`src/rtl/router_pkg.sv`:
```
// Shared constants and helpers for the 1x3 router datapath.
package router_pkg;

    localparam int DATA_WIDTH = 8;
    localparam int ADDR_W     = 2;

    localparam logic [ADDR_W-1:0] ADDR_INVALID = 2'b11;

    // Header layout: low bits are the destination, the rest is payload length.
    localparam int ADDR_LSB = 0;
    localparam int ADDR_MSB = ADDR_W - 1;
    localparam int LEN_LSB  = ADDR_W;
    localparam int LEN_MSB  = DATA_WIDTH - 1;

    // Datapath action chosen for the current cycle from the FSM strobes.
    typedef enum logic [2:0] {
        ACT_NONE,
        ACT_DECODE,
        ACT_LFD,
        ACT_LD,
        ACT_FULL,
        ACT_LAF,
        ACT_CHECK
    } reg_act_e;

    // A destination address is usable unless it is the reserved code.
    function automatic logic addr_valid(input logic [ADDR_W-1:0] addr);
        return addr != ADDR_INVALID;
    endfunction

    // Map the strobes to one action; the FSM guarantees one-hot, the order
    // here only fixes behaviour if that guarantee is ever broken.
    function automatic reg_act_e decode_strobes(
        input logic detect_add,
        input logic lfd_state,
        input logic ld_state,
        input logic full_state,
        input logic laf_state,
        input logic rst_int_reg
    );
        if (detect_add)       return ACT_DECODE;
        else if (lfd_state)   return ACT_LFD;
        else if (ld_state)    return ACT_LD;
        else if (full_state)  return ACT_FULL;
        else if (laf_state)   return ACT_LAF;
        else if (rst_int_reg) return ACT_CHECK;
        else                  return ACT_NONE;
    endfunction

endpackage

```
`src/rtl/router_parity_acc.sv`:
```
// Packet parity accumulator: running XOR of header/payload bytes, the received
// parity byte, and the compare result that becomes err.
module router_parity_acc
    import router_pkg::*;
#(
    parameter int W = DATA_WIDTH
) (
    input  logic         clock,
    input  logic         resetn,
    input  logic         clear,
    input  logic         acc_en,
    input  logic [W-1:0] acc_data,
    input  logic         pkt_load,
    input  logic [W-1:0] pkt_data,
    input  logic         check,
    output logic         err
);

    logic [W-1:0] int_par_reg;
    logic [W-1:0] int_par_next;
    logic [W-1:0] pkt_par_reg;
    logic         err_reg;

    // Per-bit XOR fold of the incoming byte when accumulation is enabled.
    genvar gi;
    generate
        for (gi = 0; gi < W; gi++) begin : g_acc_bit
            assign int_par_next[gi] = acc_en ? (int_par_reg[gi] ^ acc_data[gi])
                                             : int_par_reg[gi];
        end
    endgenerate

    // Parity state: clear wins, otherwise accumulate / load / compare.
    always_ff @(posedge clock or negedge resetn) begin
        if (!resetn) begin
            int_par_reg <= '0;
            pkt_par_reg <= '0;
            err_reg     <= 1'b0;
        end else if (clear) begin
            int_par_reg <= '0;
            pkt_par_reg <= '0;
            err_reg     <= 1'b0;
        end else begin
            int_par_reg <= int_par_next;
            if (pkt_load)
                pkt_par_reg <= pkt_data;
            if (check)
                err_reg <= (int_par_reg != pkt_par_reg);
        end
    end

    assign err = err_reg;

endmodule

```
`src/rtl/router_reg.sv`:
```
// Router datapath register stage: header capture, FIFO write byte, full-hold
// buffer, and end-of-packet / parity status back to the FSM.
module router_reg
    import router_pkg::*;
#(
    parameter int DATA_WIDTH = router_pkg::DATA_WIDTH
) (
    input  logic                  clock,
    input  logic                  resetn,
    input  logic                  pkt_vld,
    input  logic [DATA_WIDTH-1:0] data_in,
    input  logic                  fifo_full,
    input  logic                  detect_add,
    input  logic                  lfd_state,
    input  logic                  ld_state,
    input  logic                  laf_state,
    input  logic                  full_state,
    input  logic                  rst_int_reg,
    output logic [DATA_WIDTH-1:0] dout,
    output logic                  parity_done,
    output logic                  low_pkt_valid,
    output logic                  err
);

    reg_act_e act;

    logic [DATA_WIDTH-1:0] hdr_reg,  hdr_next;
    logic [DATA_WIDTH-1:0] hold_reg, hold_next;
    logic                  hold_par_reg, hold_par_next;
    logic [DATA_WIDTH-1:0] dout_reg, dout_next;
    logic                  parity_done_reg, parity_done_next;
    logic                  low_pkt_valid_reg, low_pkt_valid_next;

    logic                  par_clear;
    logic                  par_acc_en;
    logic [DATA_WIDTH-1:0] par_acc_data;
    logic                  par_pkt_load;
    logic [DATA_WIDTH-1:0] par_pkt_data;
    logic                  par_check;

    assign act = decode_strobes(detect_add, lfd_state, ld_state,
                                full_state, laf_state, rst_int_reg);

    // Next-state for the datapath registers and parity accumulator controls.
    always_comb begin
        hdr_next           = hdr_reg;
        hold_next          = hold_reg;
        hold_par_next      = hold_par_reg;
        dout_next          = dout_reg;
        parity_done_next   = parity_done_reg;
        low_pkt_valid_next = low_pkt_valid_reg;
        par_clear          = 1'b0;
        par_acc_en         = 1'b0;
        par_acc_data       = '0;
        par_pkt_load       = 1'b0;
        par_pkt_data       = '0;
        par_check          = 1'b0;

        case (act)
            ACT_DECODE: begin
                // Only per-packet clear point; dout keeps the last byte.
                par_clear        = 1'b1;
                parity_done_next = 1'b0;
                if (pkt_vld && addr_valid(data_in[ADDR_MSB:ADDR_LSB]))
                    hdr_next = data_in;
            end
            ACT_LFD: begin
                dout_next    = hdr_reg;
                par_acc_en   = 1'b1;
                par_acc_data = hdr_reg;
            end
            ACT_LD: begin
                if (!fifo_full) begin
                    dout_next = data_in;
                    if (pkt_vld) begin
                        par_acc_en   = 1'b1;
                        par_acc_data = data_in;
                    end else begin
                        par_pkt_load     = 1'b1;
                        par_pkt_data     = data_in;
                        parity_done_next = 1'b1;
                    end
                end else begin
                    // Park the byte; it is replayed (and counted) in LAF.
                    hold_next     = data_in;
                    hold_par_next = ~pkt_vld;
                end
                if (!pkt_vld)
                    low_pkt_valid_next = 1'b1;
            end
            ACT_LAF: begin
                dout_next = hold_reg;
                if (hold_par_reg) begin
                    par_pkt_load     = 1'b1;
                    par_pkt_data     = hold_reg;
                    parity_done_next = 1'b1;
                end else begin
                    par_acc_en   = 1'b1;
                    par_acc_data = hold_reg;
                end
            end
            ACT_CHECK: begin
                par_check          = 1'b1;
                low_pkt_valid_next = 1'b0;
            end
            default: begin
                // FIFO_FULL and idle states leave everything untouched.
            end
        endcase
    end

    // Datapath register bank.
    always_ff @(posedge clock or negedge resetn) begin
        if (!resetn) begin
            hdr_reg           <= '0;
            hold_reg          <= '0;
            hold_par_reg      <= 1'b0;
            dout_reg          <= '0;
            parity_done_reg   <= 1'b0;
            low_pkt_valid_reg <= 1'b0;
        end else begin
            hdr_reg           <= hdr_next;
            hold_reg          <= hold_next;
            hold_par_reg      <= hold_par_next;
            dout_reg          <= dout_next;
            parity_done_reg   <= parity_done_next;
            low_pkt_valid_reg <= low_pkt_valid_next;
        end
    end

    router_parity_acc #(
        .W (DATA_WIDTH)
    ) u_parity (
        .clock    (clock),
        .resetn   (resetn),
        .clear    (par_clear),
        .acc_en   (par_acc_en),
        .acc_data (par_acc_data),
        .pkt_load (par_pkt_load),
        .pkt_data (par_pkt_data),
        .check    (par_check),
        .err      (err)
    );

    assign dout          = dout_reg;
    assign parity_done   = parity_done_reg;
    assign low_pkt_valid = low_pkt_valid_reg;

endmodule

```
`config.mk`:
```
export PLATFORM = sky130hd
export DESIGN_NAME = router_reg
export DESIGN_NICKNAME = d
export VERILOG_FILES = /design/src/rtl/router_pkg.sv /design/src/rtl/router_parity_acc.sv /design/src/rtl/router_reg.sv
export SDC_FILE = /design/constraint.sdc
export NUM_CORES = 1
export LEC_CHECK = 0
export BUFFER_PORTS_ARGS = -buffer_cell sky130_fd_sc_hd__buf_2
export CORE_MARGIN = 2
export CORE_UTILIZATION = 46
export CTS_CLUSTER_SIZE = 12
export DETAILED_ROUTE_END_ITERATION = 8
export PLACE_DENSITY = 0.66
export SYNTH_ARGS = -nofsm -noshare
export SYNTH_HDL_FRONTEND = slang
export SYNTH_HIERARCHICAL = 1
export SYNTH_SLANG_ARGS = --single-unit
```
`constraint.sdc`:
```
create_clock -name clock -period 3.15 [get_ports clock]
set_input_delay 0.63 -clock clock [delete_from_list [all_inputs] [get_ports clock]]
set_output_delay 0.63 -clock clock [all_outputs]
set_load 0.02 [all_outputs]
```
==> metrics, run 1 <==
hold-fix buffers at CTS 0; switching part of the total 29.9%; Mapped Avg Cell Area 10.1 um2; Clk Latency, worst-skew pair 0.29 ns; DP Wirelength 3840 um; Synth Warn # 6; Detailed Route Iter0 Violations 112; Buf+Inv Stages, Crit Path 1; share of layout cells above drive strength 1 23.0%; Crit Reg-Reg Startpoint hold_par_reg$_DFFE_PN0P_; Distinct cells, synth 44; Worst Clk Skew 0.00409 ns; status complete, no violations; met1 usage 28.5%; initial antenna violation count 0; Tmin final 2.32 ns; die area 5700 um2; io pins 29; FF-to-FF path depth 5; # fillers 490; mean routed wirelength per cell 16.2 um; port buffer count 28; FF-to-FF End u_parity/int_par_reg[2]$_DFFE_PN0P_; Synth Flop Type dfrtp_1; Seq pwr share 53.2%; Initial Utilization 47.0%; Setup CP Type in -> reg; Net Count, Synth 251; TritonCTS Buffers 5; Final #Nets 278; Crit path arrival time 2.49 ns; Pint 926 uW; EDFF count, synth 0; GRT met2 Usage 34.0%; Post-Syn Area 2350 um2; # diodes 0; CTS clk-pin slew, worst paths 0.08 ns; CP Launch Type input port; dominant cell type by area after synthesis dfrtp_1; WP data required 3.32 ns; placed cell count 323; drt total wl 5370 um; Post-CTS Setup Inserts 0; # DRC 0; slack of the worst reg-to-reg path 1.60 ns; Layout Cells excl Fill 331; f_max 430 MHz; Synth Register Bits 44; global-route wire length before repair 8820 um; vias in the first global route 1804; Worst path slowest cell or3b_1; CP max stage delay 0.52 ns; most used routing layer met2; final setup vio count 0; Critical Path End Type flop; Lkg Pwr 1.17 nW; final count of pins violating max slew 0; fin crit share 73.8%; post-synthesis sequential area ratio 46.8%; first-pass iteration count of the detailed router 5; Via Count 1869; gr usage total 20.7%; Crit Path Max Fanout 13; Final Hold Viols 0; Die Ht 75.5 um; Peak supply drop 0.270 mV; CTS Sinks 44; Congestion Overflow GR 0; core area 5010 um2; post-synth top area share 46.8%; Pwr Total 1.32 mW; num rows 26; Mapped Cells 233; Post-synth ARST share 100%; H-tree depth 2; Slew @ Worst Pin 0.976 ns; Slew headroom 34.9%; Chip Width 75.5 um; Area growth syn-to-layout 11.8%; CTS resizes 0; setup TNS 0 ns; worst-case clock buffer depth 2; CP Cell Sequence buf_2, or3b_1, nor3b_4, or3_1, nand2_1, xor2_1, nor2_1; vias per cell 5.65; Area contributors post-synth dfrtp_1, mux2_2, nor2_1, mux2i_1, nand2_1; max cap viols 0; power per cell area 502 nW/um2; combinational share of power 19.7%; clock root buffer clkbuf_8; Final Wtd Congestion 0.836; GR Util met3 4.37%; CTS tree yes; Hold/Removal Path Class in -> async; Top Family by Delay on Critical Path simple AND/OR/NAND/NOR gates; RSZ-0062 raised after global routing no; Antenna Nets Post-Route 0; largest net degree at the start of global routing 45; worst hold slack 0.494 ns; Net Switching 394 uW; clock network fraction of total power 27.1%
-- cells in the mapped netlist, types with 2 or more instances --
cell type  instances
a222oi_1           7
a22o_1             7
nor2_1            38
dfrtp_1           44
buf_4              2
a21oi_1            8
buf_6              2
mux2_2            14
nand2_1           20
mux2i_1            8
clkbuf_1           4
o21ai_0           15
xnor2_1            8
a221oi_1           7
inv_1             10
xor2_1             8
buf_2              4
-- layout make-up --
cell class                 count  area (um2)  share of cell area, %
clock buffer                   8        90.1                   3.42
multi-input combinational    166        1140                   43.2
timing repair buffer          33         178                   6.75
sequential                    44        1100                   41.8
tap                           70        87.6                   3.33
inverter                      10        37.5                   1.43
-- layer usage --
| metal | part of all wire [%] | wire (um) |
|---|---|---|
| met5 | 0 | 0 |
| met4 | 0.67 | 36 |
| met3 | 4.6 | 248 |
| met2 | 49 | 2620 |
| met1 | 46 | 2470 |
-- layout by cell type, fill, tap and decap left out, types with 2 or more instances in the layout --
cell	instances
a21oi_1	8
a221oi_1	7
a222oi_1	7
a22o_1	7
buf_2	28
buf_4	5
clkbuf_1	2
clkbuf_8	6
dfrtp_1	44
inv_1	10
mux2_2	14
mux2i_1	8
nand2_1	20
nor2_1	38
o21ai_0	15
xnor2_1	8
xor2_1	8
-- power groups by stage --
stage               clock, mW  sequential, mW  combinational [mW]
global route            0.394           0.713               0.291
finish                  0.358           0.702               0.261
floorplan                   0           0.725               0.149
CTS                     0.370           0.702               0.264
detailed placement          0           0.713               0.264
global placement            0           0.712               0.257
-- cell families (layout without fill, tap and decap cells) --
| logic type | Yosys count | count (layout) | share of synthesized area, % |
|---|---|---|---|
| flip-flops | 44 | 44 | 46.8 |
| multiplexers | 22 | 22 | 10.1 |
| XOR/XNOR | 16 | 16 | 5.95 |
| AO/OA/AOI/OAI | 54 | 54 | 17.1 |
| AND/OR/NAND/NOR | 74 | 74 | 15.2 |
| buffers and inverters | 23 | 51 | 4.89 |
-- worst max-delay path by stage --
stage | start | end | slack, ns | depth (start not counted)
after global placement | ld_state | u_parity/int_par_reg[2]$_DFFE_PN0P_ | 0.61 | 7
after global routing | ld_state | u_parity/int_par_reg[2]$_DFFE_PN0P_ | 0.69 | 7
after CTS | ld_state | u_parity/int_par_reg[2]$_DFFE_PN0P_ | 0.85 | 7
after detailed placement | ld_state | u_parity/int_par_reg[2]$_DFFE_PN0P_ | 0.55 | 7
final | ld_state | u_parity/int_par_reg[2]$_DFFE_PN0P_ | 0.83 | 7
after floorplan | full_state | u_parity/pkt_par_reg[5]$_DFFE_PN0P_ | 0.90 | 8
-- metrics by stage --
stage | worst slack [ns] | utilization (%) | instance area [um2]
3_5_place_dp | 0.548 | 50.7 | 2540
2_1_floorplan | 0.902 | - | 2350
6_report | 0.827 | 52.5 | 2630
5_1_grt | 0.695 | 52.5 | 2630
4_1_cts | 0.852 | 52.5 | 2630
3_3_place_gp | 0.614 | 50.7 | 2540
(Power assumes the default switching activity.)
==> run 2, diff against run 1 <==
==> constraint.sdc (replaced) <==
create_clock -name clock -period 2.4 [get_ports clock]
set_input_delay 0.48 -clock clock [delete_from_list [all_inputs] [get_ports clock]]
set_output_delay 0.48 -clock clock [all_outputs]
set_load 0.02 [all_outputs]
==> metrics, run 2 (same netlist as run 1, synthesis figures left out) <==
Die Ht 75.5 um; hold-fix buffers at CTS 0; most common cell after layout, fill and taps aside dfrtp_1; vias in the first global route 1847; CTS clk-pin slew, worst paths 0.08 ns; CP Launch Type input port; CP max stage delay 0.54 ns; Setup CP Type in -> reg; port buffer count 28; CTS Sinks 44; drt total wl 5280 um; first-pass iteration count of the detailed router 7; largest net degree at the start of global routing 24; share of layout cells above drive strength 1 25.2%; final count of pins violating max slew 0; FF-to-FF End u_parity/int_par_reg[3]$_DFFE_PN0P_; Top Family by Delay on Critical Path simple AND/OR/NAND/NOR gates; global-route wire length before repair 8870 um; Antenna Nets Post-Route 0; Congestion Overflow GR 0; DP Wirelength 3860 um; most frequent cells in the layout dfrtp_1, nor2_1, buf_2; Clk Latency, worst-skew pair 0.30 ns; setup TNS 0 ns; final core utilization 53.6%; vias per cell 5.53; final instance area 2680 um2; CP Cell Sequence buf_2, or3b_2, nor2_1, and2_1, or2_2, mux2i_1, nor2_1; final setup vio count 0; Worst path slowest cell or3b_2; gr usage total 20.7%; CP dominant cell by count nor2_1; Final Hold Viols 0; CTS resizes 0; Tmin final 1.81 ns; Final #Nets 283; Crit Reg-Reg Startpoint hold_par_reg$_DFFE_PN0P_; Crit path arrival time 2.00 ns; Detailed Route Iter0 Violations 166; num rows 26; Buf+Inv Stages, Crit Path 1; Peak supply drop 0.385 mV; Hold/Removal Path Class in -> async; worst-case clock buffer depth 2; # diodes 0; worst hold slack 0.150 ns; Slew headroom 61.0%; Crit Path Max Fanout 8; Area growth syn-to-layout 14.0%; Chip Width 75.5 um; CTS tree yes; Critical Path End Type flop; f_max 552 MHz; max cap viols 0; mean routed wirelength per cell 15.7 um; io pins 29; Post-CTS Setup Inserts 0; WP data required 2.58 ns; initial antenna violation count 0; # DRC 0; Via Count 1857; Worst Clk Skew 0.00739 ns; Layout Cells excl Fill 336; status complete, no violations; # fillers 489; slack of the worst reg-to-reg path 0.91 ns; Slew @ Worst Pin 0.583 ns; FF-to-FF path depth 7; Lkg Pwr 1.20 nW; Setup crit start full_state; Final Wtd Congestion 0.837; fin crit share 75.5%; placed cell count 328; die area 5700 um2; core area 5010 um2; TritonCTS Buffers 5; power per cell area 655 nW/um2; Initial Utilization 47.0%; clock root buffer clkbuf_8; dpl cell area 2590 um2; RSZ-0062 raised after global routing no; H-tree depth 2
==> run 2: cell count changes in the layout (fill, tap and decap cells not counted), sizes merged <==
cell / change
clkinv: +2
clkbuf: -2
buf: +5
==> run 2: final cells by class <==
type / instances / area [um2] / area share, %
timing repair buffer: 38 / 228 / 8.48
clock buffer: 6 / 82.6 / 3.08
tap: 70 / 87.6 / 3.26
inverter: 10 / 37.5 / 1.40
clock inverter: 2 / 10.0 / 0.373
multi-input combinational: 166 / 1140 / 42.4
sequential: 44 / 1100 / 41.0
==> run 2: worst max-delay path by stage <==
stage                                               end  slack [ns]  cells past startpoint
floorplan           u_parity/pkt_par_reg[5]$_DFFE_PN0P_        0.30                      8
global placement    u_parity/pkt_par_reg[0]$_DFFE_PN0P_        0.27                      7
detailed placement  u_parity/pkt_par_reg[6]$_DFFE_PN0P_        0.26                      7
CTS                 u_parity/pkt_par_reg[6]$_DFFE_PN0P_        0.58                      7
global route        u_parity/int_par_reg[2]$_DFFE_PN0P_        0.46                      7
finish              u_parity/pkt_par_reg[6]$_DFFE_PN0P_        0.59                      7
==> run 2: per-layer routing <==
layer  global-route usage, %  wire length, um
met1                    27.7             2480
met2                    33.8             2390
met3                    3.84              309
met4                    7.21               96
met5                       0                0
==> run 2: worst reg2reg max path, cell delays in order (launching register included) <==
cell	delay, ns
dfrtp_1	0.46
nor3_2	0.08
buf_4	0.16
a222oi_1	0.30
inv_1	0.08
nand2_1	0.08
xor2_1	0.15
nor2_1	0.06
==> run 2: per-stage QoR <==
step                      setup slack, ns  power [mW]
after CTS                           0.581        1.77
after global placement              0.272        1.28
final                               0.588        1.76
after detailed placement            0.261        1.28
after floorplan                     0.302        1.15
after global routing                0.461        1.85
==> run 2: where the power goes <==
group / internal, mW / switching [mW]
Combinational: 0.153 / 0.195
Sequential: 0.834 / 0.0854
Clock: 0.230 / 0.260
Total: 1.22 / 0.540
